**src/rtl/c_pc.sv**
```systemverilog
// Hack program counter: per-bit hold cells fed by a clr > stall > load > inc priority mux,
// with a ripple half-adder incrementer and a registered wrap pulse.
module c_pc #(
  parameter int unsigned    WIDTH     = 16,
  parameter logic [WIDTH-1:0] RESET_VAL = '0
) (
  input  logic             clk,
  input  logic             reset_n,
  input  logic [WIDTH-1:0] in,
  input  logic             clr,
  input  logic             load,
  input  logic             inc,
  input  logic             en,
  output logic [WIDTH-1:0] out,
  output logic             wrap
);

  logic [WIDTH-1:0] out_q, out_d;
  logic             wrap_q, wrap_d;
  logic [WIDTH-1:0] inc_val;
  logic [WIDTH:0]   carry;
  logic             sel_clr, sel_load, sel_inc;

  // Ripple half-adder chain; the final carry is set only when out_q is all ones.
  assign carry[0] = 1'b1;
  for (genvar i = 0; i < WIDTH; i++) begin : g_ha
    assign inc_val[i]   = out_q[i] ^ carry[i];
    assign carry[i + 1] = out_q[i] & carry[i];
  end

  // clr is decoded first so unknowns on en/load/inc cannot leak into the clear path.
  always_comb begin
    sel_clr  = clr;
    sel_load = 1'b0;
    sel_inc  = 1'b0;
    if (!clr && en) begin
      sel_load = load;
      sel_inc  = !load && inc;
    end
  end

  always_comb begin
    out_d = out_q;
    for (int i = 0; i < int'(WIDTH); i++) begin
      if (sel_clr) begin
        out_d[i] = RESET_VAL[i];
      end else if (sel_load) begin
        out_d[i] = in[i];
      end else if (sel_inc) begin
        out_d[i] = inc_val[i];
      end else begin
        out_d[i] = out_q[i];
      end
    end
    wrap_d = sel_inc && carry[WIDTH];
  end

  always_ff @(posedge clk or negedge reset_n) begin
    if (!reset_n) begin
      out_q  <= RESET_VAL;
      wrap_q <= 1'b0;
    end else begin
      out_q  <= out_d;
      wrap_q <= wrap_d;
    end
  end

  assign out  = out_q;
  assign wrap = wrap_q;

endmodule

```
**config.mk**
```make
export PLATFORM = sky130hd
export DESIGN_NAME = c_pc
export DESIGN_NICKNAME = d
export VERILOG_FILES = /design/src/rtl/c_pc.sv
export SDC_FILE = /design/constraint.sdc
export NUM_CORES = 1
export LEC_CHECK = 0
export BUFFER_PORTS_ARGS = -buffer_cell sky130_fd_sc_hd__buf_2
export CAP_MARGIN = 20
export CORE_ASPECT_RATIO = 1.5
export CORE_MARGIN = 4
export CORE_UTILIZATION = 43
export CTS_CLUSTER_SIZE = 30
export DETAILED_ROUTE_END_ITERATION = 8
export GPL_TIMING_DRIVEN = 0
export PLACE_DENSITY = 0.73
export SETUP_SLACK_MARGIN = 0.3
export SLEW_MARGIN = 20
export SYNTH_ARGS = -nofsm -noshare
export SYNTH_HDL_FRONTEND = slang
export SYNTH_SLANG_ARGS = --single-unit
```
**constraint.sdc**
```tcl
create_clock -name clk -period 3.5 [get_ports clk]
set_clock_uncertainty 0.05 [all_clocks]
set_input_delay 0.175 -clock clk [delete_from_list [all_inputs] [get_ports clk]]
set_output_delay 0.175 -clock clk [all_outputs]
set_load 0.005 [all_outputs]
```
# ---- Word-level counts from Yosys, hierarchy flattened
# Cells that the tools add are included.
dict set report op_classes {
  mux 50
  bitwise_logic 31
  reduce_logical 6
}
# operator n
set op_table {}
lappend op_table {{2-to-1 mux 1 bit} 50}
lappend op_table {{AND 1 bit} 15}
lappend op_table {{XOR 1 bit} 15}
lappend op_table {{logical AND 1 bit} 3}
lappend op_table {{nonzero test 3 bit} 1}
lappend op_table {{zero test 1 bit} 2}
lappend op_table {{inverter 1 bit} 1}
dict set report word_totals {
  ff_bits 17
  input_bits 22
  out_inout_bits 17
  wordCells 89
}

# ---- Logic depth before layout (Yosys ltp)
dict set report logic_depth {
  word_depth 18
  ltp_mapped 17
  mapped_depth_nobuf 17
}

# ---- Worst setup path after synthesis
# Ideal clock, no wire load.
dict set report synth_path {
  kind {reg-to-reg}
  startpoint {register out_q[0] (netlist: out[0])}
  endpoint {register out_q[15] (netlist: out[15])}
  setup_ps 127
  arrival_ps 3266
  required_ps 3323
  setup_slack_ps 56
  stages_incl_launch_ff 18
  path_buffers 0
  synth_period_minus_slack_ps 3444
  cell_sequence {dfrtp_1 -> ha_1 -> ha_1 -> ha_1 -> ha_1 -> ha_1 -> ha_1 -> ha_1 -> ha_1 -> ha_1 -> ha_1 -> ha_1 -> ha_1 -> ha_1 -> ha_1 -> ha_1 -> mux2i_1 -> mux2i_1}
}
dict set report synth_via {
  elab_chain_len 18
}
# item line
set synth_rtl {}
lappend synth_rtl {{start, declared} 18} ;# logic [WIDTH-1:0] out_q, out_d;
lappend synth_rtl {{start signal, assigned} 63} ;# out_q <= out_d;
lappend synth_rtl {{AND 1 bit (14 in series)} 28} ;# assign carry[i + 1] = out_q[i] & carry[i];
lappend synth_rtl {{XOR 1 bit} 27} ;# assign inc_val[i] = out_q[i] ^ carry[i];
lappend synth_rtl {{2-to-1 mux 1 bit} 49} ;# end else if (sel_inc) begin
lappend synth_rtl {{2-to-1 mux 1 bit} 47} ;# end else if (sel_load) begin
lappend synth_rtl {{2-to-1 mux 1 bit} 45} ;# if (sel_clr) begin
# Every way passes these cells. The select of a mux whose other input is x is not followed.
# A chain may end at the register's enable or synchronous reset.

# ---- Final worst setup path
# Same ends and word-level chain as after synthesis.

==> metrics <==
critical path launch point type=flop; Pwr Density=272 mW/mm2; DIE WIDTH=50.0 um; LEAKAGE=0.777 nW; crit path cell chain=ha_2 -> ha_4 -> ha_4 -> ha_4 -> ha_4 -> ha_4 -> ha_4 -> ha_4 -> ha_4 -> ha_4 -> ha_4 -> ha_4 -> ha_4 -> ha_4 -> ha_4 -> mux2i_1 -> mux2i_1; final worst-path cycle share=0.913; DRT antenna net count=0; Slew Limit Fails=0; met2 WL post-DR=between 1000 and 1500 um; largest net degree at the start of global routing=18; fin nets=173; CP most frequent cell=ha_4; WL final=between 2000 and 2500 um; number of diodes=0; RSZ-0062 raised after global routing=yes; initial antenna violation count=0; fmax=roughly 310 MHz; Final HPWL DP=~1800 um; Worst slew margin=0.739; setup TNS=0 ns; number of global-route vias before repair=971; Syn Std Cell Area=between 0.001 and 0.0015 mm2; Hold EP=wrap; # DRC=0; CP arrival=3.34 ns; unique cell type count in the Yosys netlist=14; P_int=0.000306 W; root buffer cell=clkbuf_4; Clock Pin Slew Worst Setup and Hold Paths=0.11 ns; dpl cells=151; met1 wire length=1010 um; syn_nets=127; RR Endpoint=out[15]; worst slew pin tran=0.392 ns; met3 routed WL=approximately 120 um; Clock H-tree levels=1; Psw=0.000126 W; via density per instance=5.35; clock buffer depth=2; row count=22; die area=0.00355 mm2; clock insertion delay at the later pin of the skew report=0.30 ns; MaxCap Viol Count=0; RePlAce Congestion=0.703; Final setup viols=0; share of layout cells above drive strength 1=0.474; hold path startpoint=inc; Area Overhead vs Synth=39.7%; status=completed; crit-path max FO=2; chip height=71.0 um; DR top layer=met4; post-synthesis area per instance=12.6 um2; commonest non-fill, non-tap cell in the layout=buf_2; Crit. End Element=flop; DR pass1 iterations=4; wire per inst=15.6 um; fillcell total=202; Crit Path Class=reg2reg; min cycle time layout=between 3 and 4 ns; total core area=0.00248 mm2; worst reg2reg path depth=17; clock network fraction of total power=0.260; Overflow after GRT=0; sequential share of power=0.515; worst reg-to-reg setup slack=0.30 ns; Synth warnings=0; TritonCTS clock tree=built; most frequent cells in the layout=37 x buf_2, 31 x mux2i_1, 17 x dfrtp_1; Iter 0 DRT Violations=19; PortBufs=37; num ports=39; hold path depth=3; CP startpoint=out[0]; Initial Utilization=0.459; sequential area share after synthesis=0.374; final hold violation count=0; overall routing resource usage=0.154; CP max stage cell=dfrtp_1; DR vias=851; Comb power frac=0.225; cells after synthesis=90; Num Clock Sinks=17; Critical Path RT=roughly 3.7 ns; cts bufs inserted=3; fin cells=159; Worst VDD drop=214 uV; RR Startpoint=out[0]; HP Class=in2reg; Switching Share=0.292; Synth Register Bits=17; first-pass GRT wire length=4200 um; CP max stage delay=0.42 ns
[critical path: cells and delay by family, from the launching register on]
family | cells | cell delay [ns]
muxes | 2 | 0.22
DFF | 1 | 0.42
adders and majority gates | 15 | 2.38
[metrics by stage]
step	utilization	instance area (um2)	setup slack [ns]	power, W	hold slack, ns
after floorplan	-	1230	0.304	0.000275	-0.171
after global placement	0.584	1450	0.193	0.000309	0.0771
after detailed placement	0.584	1450	0.188	0.000315	0.0739
after CTS	0.634	1570	0.302	0.000433	0.0880
after global routing	0.641	1590	0.188	0.000453	0.0966
final	0.641	1590	0.303	0.000432	0.0876
[worst max path at each step]
stage	endpoint	slack [ns]	cells after the start
after floorplan	out[15]	0.30	17
after global placement	out[15]	0.19	17
after detailed placement	out[15]	0.19	17
after CTS	out[15]	0.30	17
after global routing	out[15]	0.19	17
final	out[15]	0.30	17
[repair_timing]
action,4_1_cts,5_1_grt
pin swaps,1,1
setup buffers,2,1
hold buffers,1,0
resized for setup,7,1
endpoints found under the setup margin,1,1
hold endpoints to repair,17,0
[final cells by class]
| class | instances | area (um2) | share of cell area |
|---|---|---|---|
| flip-flops and latches | 17 | 425 | 0.268 |
| multi-input cells | 69 | 847 | 0.533 |
| repair buffers | 41 | 218 | 0.137 |
| well taps | 24 | 30.0 | 0.0189 |
| plain buffers | 4 | 42.5 | 0.0268 |
| clock buffers | 4 | 26.3 | 0.0165 |
[metal layers]
| metal | up-vias | track usage |
|---|---|---|
| met5 | - | 0 |
| met4 | 0 | 0.0923 |
| met3 | 5 | 0.0189 |
| li1 | 411 | - |
| met1 | 404 | 0.168 |
| met2 | 31 | 0.278 |
[flip-flops by register name (all words and copies together) (netlist names)]
signal	flops
out	16
wrap	1
[synth_stat cells, drive strengths merged]
master  instances  area (um2)
a21oi           1        5.00
nor3            1        5.00
nand2           1        3.75
dfrtp          17         425
nand2b         17         114
clkbuf          1        3.75
buf             3        38.8
ha             15         188
nor2            3        43.8
mux2i          31         310
[cells by family (layout without fill, tap and decap cells)]
kind of cell / count (synthesis) / count (layout) / share of synthesized area
AO/OA/AOI/OAI: 1 / 1 / 0.00440
flip-flops: 17 / 17 / 0.374
buffers and inverters: 4 / 49 / 0.0374
adder cells (fa/ha/maj): 15 / 15 / 0.165
AND/OR/NAND/NOR: 22 / 22 / 0.146
multiplexers: 31 / 31 / 0.273
[power groups by stage]
stage / combinational [W] / clock, W / sequential (W)
final: 0.0000973 / 0.000112 / 0.000222
after global routing: 0.000109 / 0.000120 / 0.000224
after CTS: 0.0000972 / 0.000114 / 0.000222
after detailed placement: 0.0000911 / 0 / 0.000224
after global placement: 0.0000866 / 0 / 0.000223
after floorplan: 0.0000510 / 0 / 0.000224
Note: power is estimated with default switching activity, not from simulation.
